==> src/rtl/lfsr_range_gen.sv <==
// Rejection-sampling front end for an lfsr32: sequences INIT/GO, keeps LFSR
// samples below a captured limit and queues them for a valid/ready consumer.
//
// state  | meaning
// IDLE   | waiting for start; FIFO contents kept
// LOAD   | lfsr_init high, seed loads into the LFSR
// STEP   | lfsr_go high, LFSR advances one step
// SAMPLE | low W bits of lfsr_q tested against limit; push or count reject
// HOLD   | FIFO full, waiting for the consumer to free an entry
module lfsr_range_gen #(
  parameter int N     = 32,
  parameter int W     = 8,
  parameter int DEPTH = 4,
  parameter int CW    = 16
) (
  input  logic          clk,
  input  logic          rst,
  input  logic          start,
  input  logic          stop,
  input  logic [N-1:0]  seed_in,
  input  logic [W-1:0]  limit,
  output logic          lfsr_init,
  output logic          lfsr_go,
  output logic [N-1:0]  lfsr_seed,
  input  logic [N-1:0]  lfsr_q,
  output logic [W-1:0]  out_data,
  output logic          out_valid,
  input  logic          out_ready,
  output logic          busy,
  output logic          limit_err,
  output logic [CW-1:0] reject_cnt
);

  localparam int AW = $clog2(DEPTH);
  localparam logic [AW:0] FULL = (AW+1)'(DEPTH);

  typedef enum logic [2:0] {S_IDLE, S_LOAD, S_STEP, S_SAMPLE, S_HOLD} state_t;

  state_t        state, state_nxt;
  logic [W-1:0]  limit_q;
  logic [N-1:0]  seed_q;
  logic          stop_pend;
  logic [W-1:0]  mem [DEPTH];
  logic [AW-1:0] wr_ptr, rd_ptr;
  logic [AW:0]   count, count_after;

  logic          start_ok, flush, accept, push, pop, stop_now;
  logic [W-1:0]  cand;
  logic          unused_q_hi;

  assign cand        = lfsr_q[W-1:0];
  assign unused_q_hi = ^lfsr_q;
  assign start_ok    = start && (limit != '0);
  // A zero-limit start in IDLE only flags the error; when busy it still aborts the run.
  assign flush       = start && (start_ok || (state != S_IDLE));
  assign accept      = (state == S_SAMPLE) && (cand < limit_q);
  assign push        = accept && !flush;
  assign pop         = out_valid && out_ready && !flush;
  assign stop_now    = stop_pend || stop;
  assign count_after = count + {{AW{1'b0}}, push} - {{AW{1'b0}}, pop};

  assign out_valid   = (count != '0);
  assign out_data    = mem[rd_ptr];
  assign lfsr_seed   = seed_q;

  always_ff @(posedge clk) begin
    if (rst) begin
      state <= S_IDLE;
    end else begin
      state <= state_nxt;
    end
  end

  always_comb begin
    state_nxt = state;
    if (start) begin
      state_nxt = start_ok ? S_LOAD : S_IDLE;
    end else begin
      case (state)
        S_IDLE:   state_nxt = S_IDLE;
        S_LOAD:   state_nxt = S_STEP;
        S_STEP:   state_nxt = S_SAMPLE;
        S_SAMPLE: state_nxt = stop_now ? S_IDLE :
                              (count_after < FULL) ? S_STEP : S_HOLD;
        // Registered count: the freed entry is seen one cycle after the pop.
        S_HOLD:   state_nxt = stop_now ? S_IDLE :
                              (count < FULL) ? S_STEP : S_HOLD;
        default:  state_nxt = S_IDLE;
      endcase
    end
  end

  always_comb begin
    lfsr_init = 1'b0;
    lfsr_go   = 1'b0;
    busy      = 1'b0;
    case (state)
      S_LOAD:   begin lfsr_init = 1'b1; busy = 1'b1; end
      S_STEP:   begin lfsr_go   = 1'b1; busy = 1'b1; end
      S_SAMPLE: busy = 1'b1;
      S_HOLD:   busy = 1'b1;
      default:  busy = 1'b0;
    endcase
  end

  always_ff @(posedge clk) begin
    if (rst) begin
      limit_q    <= '0;
      seed_q     <= '0;
      limit_err  <= 1'b0;
      reject_cnt <= '0;
      stop_pend  <= 1'b0;
    end else begin
      if (start) begin
        if (start_ok) begin
          limit_err  <= 1'b0;
          limit_q    <= limit;
          seed_q     <= (seed_in == '0) ? {{(N-1){1'b0}}, 1'b1} : seed_in;
          reject_cnt <= '0;
        end else begin
          limit_err <= 1'b1;
        end
      end else if ((state == S_SAMPLE) && !accept && (reject_cnt != '1)) begin
        reject_cnt <= reject_cnt + 1'b1;
      end

      if (start || (state_nxt == S_IDLE)) begin
        stop_pend <= 1'b0;
      end else if (stop && (state != S_IDLE)) begin
        stop_pend <= 1'b1;
      end
    end
  end

  always_ff @(posedge clk) begin
    if (rst) begin
      wr_ptr <= '0;
      rd_ptr <= '0;
      count  <= '0;
      for (int i = 0; i < DEPTH; i++) mem[i] <= '0;
    end else if (flush) begin
      wr_ptr <= '0;
      rd_ptr <= '0;
      count  <= '0;
    end else begin
      if (push) begin
        mem[wr_ptr] <= cand;
        wr_ptr      <= wr_ptr + 1'b1;
      end
      if (pop) rd_ptr <= rd_ptr + 1'b1;
      count <= count_after;
    end
  end

endmodule
==> config.mk <==
export PLATFORM = sky130hd
export DESIGN_NAME = lfsr_range_gen
export DESIGN_NICKNAME = d
export VERILOG_FILES = /design/src/rtl/lfsr_range_gen.sv
export SDC_FILE = /design/constraint.sdc
export NUM_CORES = 1
export LEC_CHECK = 0
export CORE_ASPECT_RATIO = 0.6
export CORE_MARGIN = 4
export CORE_UTILIZATION = 42
export DETAILED_ROUTE_END_ITERATION = 10
export HOLD_SLACK_MARGIN = 0.15
export PLACE_DENSITY = 0.73
export SETUP_SLACK_MARGIN = 0.4
export SLEW_MARGIN = 20
export SYNTH_ARGS = -nofsm -noshare
export SYNTH_HDL_FRONTEND = slang
export SYNTH_SLANG_ARGS = --single-unit
==> constraint.sdc <==
create_clock -name clk -period 3.2 [get_ports clk]
set_input_delay 0.64 -clock clk [delete_from_list [all_inputs] [get_ports clk]]
set_output_delay 0.64 -clock clk [all_outputs]
set_load 0.05 [all_outputs]
* Word level (Yosys, flattened, before mapping)
Memories as Yosys holds them, arrays and structs flattened. A register that Yosys moved wholly into a read port is not among the register bits.
Cells that the tools add are included.
** Operators by class
- Add/subtract/negate cells :: 5
- $mul :: 0
- Divide/modulo/power cells :: 0
- Magnitude comparators :: 3
- Equality and inequality tests :: 6
- Shift-type cells :: 0
- Multiplexer cells :: 26
- Bitwise operators :: 0
- Reductions and logical operators :: 26
** Operators by type and width (number)
- 16-bit 2-to-1 mux :: 3
- 32-bit zero test :: 1
- 32-bit 2-to-1 mux :: 1
- 16-bit by 1-bit adder with 16-bit output, second input constant :: 1
- 16-bit inequality test, second input constant :: 1
- 3-bit 2-to-1 mux :: 5
- 1-bit 2-to-1 mux :: 12
- 3-bit one-hot mux with 4 select lines :: 1
- 1-bit logical AND :: 9
- 8-bit less-than comparator :: 1
- 8-bit 2-to-1 mux :: 1
- 8-bit nonzero test :: 1
- 8-bit OR reduction :: 1
- 3-bit by 2-bit equality test with 1-bit output, second input constant :: 2
- 3-bit less-than comparator, second input constant :: 2
- 2-bit 2-to-1 mux :: 3
- 3-bit nonzero test :: 2
- 2-bit by 1-bit adder with 2-bit output, second input constant :: 2
- 2-bit AND reduction :: 2
- 2-bit OR reduction :: 2
- 4-bit OR reduction :: 1
- 3-bit by 1-bit adder with 3-bit output :: 1
- 3-bit by 1-bit equality test with 1-bit output, second input constant :: 1
- 3-bit equality test, second input constant :: 1
- 6 further kinds :: 9
** Word-level totals
- Register bits :: 68
- Latch bits :: 0
- Memory bits (writable) :: 32
- Memory bits (read-only) :: 0
- Input port bits :: 77
- Output and inout bits :: 61
- Logic and storage cells :: 76
- Memories kept :: 1
** Memories
- mem :: words 4, width 8, read ports 1, clocked after Yosys merged registers in 1, wr ports 4, line 43 : logic [W-1:0] mem [DEPTH];

* Logic depth before layout (Yosys ltp)
- Depth in word-level cells :: 16
- Gate-level depth with buffers :: 14
- Gate-level depth less buffers :: 14

* Worst setup path before layout
Ideal clock, no wire load.
- Path kind :: in2reg
- Start point :: input port lfsr_q[2]
- End point :: register state[2]
- Setup time :: 0.115 ns
- Data arrival time :: 3.167 ns
- Data required time :: 3.085 ns
- Setup slack :: -0.081 ns
- Stages :: 12
- Buffers on the path :: 0
- Cell sequence :: ha_1 -> a211oi_1 -> o21ai_0 -> a211oi_2 -> inv_1 -> ha_1 -> inv_1 -> ha_1 -> fa_1 -> xnor2_1 -> nand3_1 -> a2111oi_0
** Between the ends
- Longest elaborated chain between the ends :: 10
** Ends and longest elaborated chain
- start, declared :: line 25 : input logic [N-1:0] lfsr_q,
- 8-bit less-than comparator :: line 56 : assign accept = (state == S_SAMPLE) && (cand < limit_q);
- 1-bit logical AND :: line 56
- 1-bit logical AND :: line 57 : assign push = accept && !flush;
- 3-bit by 1-bit adder with 3-bit output :: line 60 : assign count_after = count + {{AW{1'b0}}, push} - {{AW{1'b0}}, pop};
- 3-bit by 1-bit subtractor with 3-bit output :: line 60
- 3-bit less-than comparator :: line 84 : (count_after < FULL) ? S_STEP : S_HOLD;
- 3-bit 2-to-1 mux :: line 84
- 3-bit 2-to-1 mux :: line 83 : S_SAMPLE: state_nxt = stop_now ? S_IDLE :
- 3-bit one-hot mux with 4 select lines :: line 79 : case (state)
- 3-bit 2-to-1 mux :: line 76 : if (start) begin
- end signal, assigned :: line 70 : state <= state_nxt;
- end, declared :: line 39 : state_t state, state_nxt;
No other way between the ends.
A chain may end at the register's enable or synchronous reset.

* Final worst setup path
- Start point :: input port limit[3]
- End point :: register state[1]
** Between the ends
- Elaborated cells on any way between the ends :: 14
- Those cells by class :: add/sub: 2; order compare: 1; mux: 4; reduce/logical: 7
** RTL lines
- start, declared :: line 21 : input logic [W-1:0] limit,
- 8-bit nonzero test :: line 53 : assign start_ok = start && (limit != '0);
- 1-bit logical AND :: line 53
- 1-bit logical OR :: line 55 : assign flush = start && (start_ok || (state != S_IDLE));
- 1-bit logical AND :: line 55
- 1-bit zero test :: line 58 : assign pop = out_valid && out_ready && !flush;
- 1-bit logical AND :: line 58
- named net pop :: line 47 : logic start_ok, flush, accept, push, pop, stop_now;
- 3-bit by 1-bit subtractor with 3-bit output :: line 60
- 3-bit less-than comparator :: line 84
- 3-bit 2-to-1 mux :: line 84
- 3-bit 2-to-1 mux :: line 83
- 3-bit one-hot mux with 4 select lines :: line 79
- 3-bit 2-to-1 mux :: line 76
The timed path passes the listed nets, and every way through them passes these cells.

==> qor.csv <==
metric;value;unit
mostFrequentLayoutCell;clkdlybuf4s50_1;
grt_pass1_wl;19.3;mm
grt_use_met2;30.5;%
drv_slew;0;
startpoint_type;input port;
fin_nets;633;
cts_num_sinks;102;
io_pins;138;
fillCellCount;797;
wl_per_cell;17.9;µm
required;3.49;ns
utilization;64.2;%
final_antenna_net_count;0;
cp_slowest_cell;or4_4;
synth_seq_area_share;53.0;%
core_area;10100;µm²
p_per_area;459;nW/µm²
finalCriticalPeriod;2.87;ns
cap_viol_max_count;0;
diodes;0;
row_count;28;
antenna_found_initial;0;
hold_violations;0;
syn_area;4460;µm²
synth_enable_flop_cells;32;
chipHeight;87.8;µm
htree_levels;3;
gp_congestion;0.823;
top_usage_layer;met2;
fp.dieW;141;µm
cts_tree;done;
cpMostUsedCell;ha_4;
fmax;349;MHz
clockRootBuffer;clkbuf_16;
grt_max_degree;31;
crit_type;input port to flip-flop;
clk_latency;0.35;ns
yosysUniqueCellTypes;57;
synth_top_area_cell;dfxtp_1;
worst_slew_pin_slew;0.788;ns
vias;3710;
detail_route.first_pass.iterations;5;
numPortBuffers;113;
grtUsageMet1;28.5;%
grt_pass1_vias;3672;
arrival;3.15;ns
synth_top_area_share;31.5;%
synth_area_per_cell;11.1;µm²
cts_hold_buf;0;
cts_max_path_buffers;2;
clkTransAtPathRegs;0.07;ns
rsz0062_at_grt;yes;
status;completed;
gr-total-overflow;0;
hp-class;flip-flop to flip-flop;
seq_area;2370;µm²
grt_usage;19.9;%
layout_common_cells;clkdlybuf4s50_1 (87), dfxtp_1 (67), buf_4 (36);
syn_to_final_growth;45.3;%
setup_viol;0;
clock_skew;0.00722;ns
slowest_delay;0.46;ns
drive_above_1_share;22.9;%
crit_chain;dlygate4sd2_1 > or4_4 > o21a_4 > nor2_4 > ha_4 > inv_2 > ha_4 > fa_2 > xnor2_2 > buf_4 > o31ai_2 > a21oi_1 > nor2_1;
async_flop_share;0;%
drcViolationCount;0;
wl;12.2;mm
met3_usage;4.47;%
r2r_cells;15;
fin_crit_sh;89.6;%
hold_depth;2;
crit_family;simple AND/OR/NAND/NOR gates;
drt_iter0_drc;197;
syn_inst;403;
critical_path_buf_inv_count;3;
worst-path-stages;13;
leakage;2.57;nW
max_slew_margin;47.3;%
vias_per_cell;5.42;
start_util;44.2;%
ys_warn_count;0;
cp_max_fo;2;
synth_ff_type;dfxtp_1;
dieArea;12400;µm²
ir_drop;0.293;mV
place_hpwl;8.95;mm
ys_seq_elements;102;
netlist_top_cells_area;dfxtp_1 (31%), edfxtp_1 (22%), a22o_1 (5.9%);
synthesis.nets;491;
multi_input_area;2200;µm²
end_kind;flip-flop;
holdWs;0.465;ns
cts_made_buffers;9;
[synth_stat cells (4+ instances only)]
cell type	n
edfxtp_1	32
and2_1	24
nor4_1	9
mux4_2	8
nand2b_1	6
a22o_1	30
nor2_1	22
ha_1	10
buf_2	7
o31ai_1	6
a31oi_1	6
xnor2_1	5
or3_1	4
nand4_1	4
inv_1	12
nand3_1	12
nand2_1	26
a21oi_1	15
xor2_1	4
o21ai_0	13
nor3_1	7
and3_1	15
clkbuf_1	11
dfxtp_1	70
[path summary, 6_finish.rpt]
path                            startpoint         end  slack (ns)
worst max-delay path              limit[3]    state[1]        0.33
worst min-delay path            limit_q[1]  limit_q[1]        0.46
worst max register to register  limit_q[3]    state[1]        0.35
worst min register to register  limit_q[1]  limit_q[1]        0.46
[routing by layer]
metal	wire length, µm	vias to the layer above
met4	185	0
met5	0	-
li1	-	1790
met2	5460	127
met3	703	17
met1	5900	1776
[worst register-to-register path, cell delays in order (launching register included)]
cell	delay [ns]
dfxtp_2	0.34
inv_2	0.05
ha_4	0.22
o211ai_1	0.21
nor2_2	0.09
a211oi_4	0.27
inv_2	0.07
ha_4	0.27
inv_2	0.04
ha_4	0.15
fa_2	0.37
xnor2_2	0.16
buf_4	0.15
o31ai_2	0.22
a21oi_1	0.09
nor2_1	0.10
[what timing repair did]
item	CTS	global route
gates resized for setup	51	40
gates cloned	0	0
pin swaps	13	16
endpoints found under the setup margin	6	9
setup buffers	4	3
[stage by stage]
| stage | setup slack (ns) | cell area [µm²] | cells | total power, mW | setup TNS (ns) |
|---|---|---|---|---|---|
| CTS | 0.343 | 6380 | 682 | 2.97 | 0 |
| finish | 0.333 | 6470 | 685 | 2.97 | 0 |
| global route | 0.186 | 6470 | 685 | 3.07 | 0 |
| detailed placement | -0.590 | 6000 | 662 | 1.84 | -1.08 |
| floorplan | 0.201 | 4550 | 403 | 1.65 | 0 |
| global placement | -0.429 | 6000 | 662 | 1.83 | -0.902 |
[logic make-up after synthesis]
group                      Yosys count  share of synthesized area, %
AOI/OAI and AO/OA                   94                          15.8
xor gates and xnor gates             9                          1.77
adders and majority gates           11                          3.26
buffers and inverters               31                          2.81
DFF                                102                          53.0
muxes                                8                          4.04
and+or+nand+nor                    148                          19.3
[sequential cells by signal (all words and copies together) (netlist names), named ones only]
| signal | flops |
|---|---|
| wr_ptr | 2 |
| rd_ptr | 2 |
| state | 3 |
| mem | 32 |
| lfsr_seed | 32 |
| reject_cnt | 16 |
| limit_q | 8 |
| limit_err | 1 |
| stop_pend | 1 |
| count | 3 |
[report_power, final]
part	switching [mW]	total [mW]	internal, mW
registers	0.0233	1.40	1.38
logic	0.248	0.435	0.187
clock network	0.503	1.14	0.633
total	0.774	2.97	2.20
[final cells by class]
| class | count | area share (%) |
|---|---|---|
| Clock inverter | 5 | 0.638 |
| Tap cell | 135 | 2.61 |
| Multi-Input combinational cell | 270 | 34.0 |
| Clock buffer | 11 | 4.25 |
| Inverter | 12 | 0.696 |
| Timing Repair Buffer | 150 | 21.3 |
| Sequential cell | 102 | 36.5 |
Power figures use the tool's default switching activity.
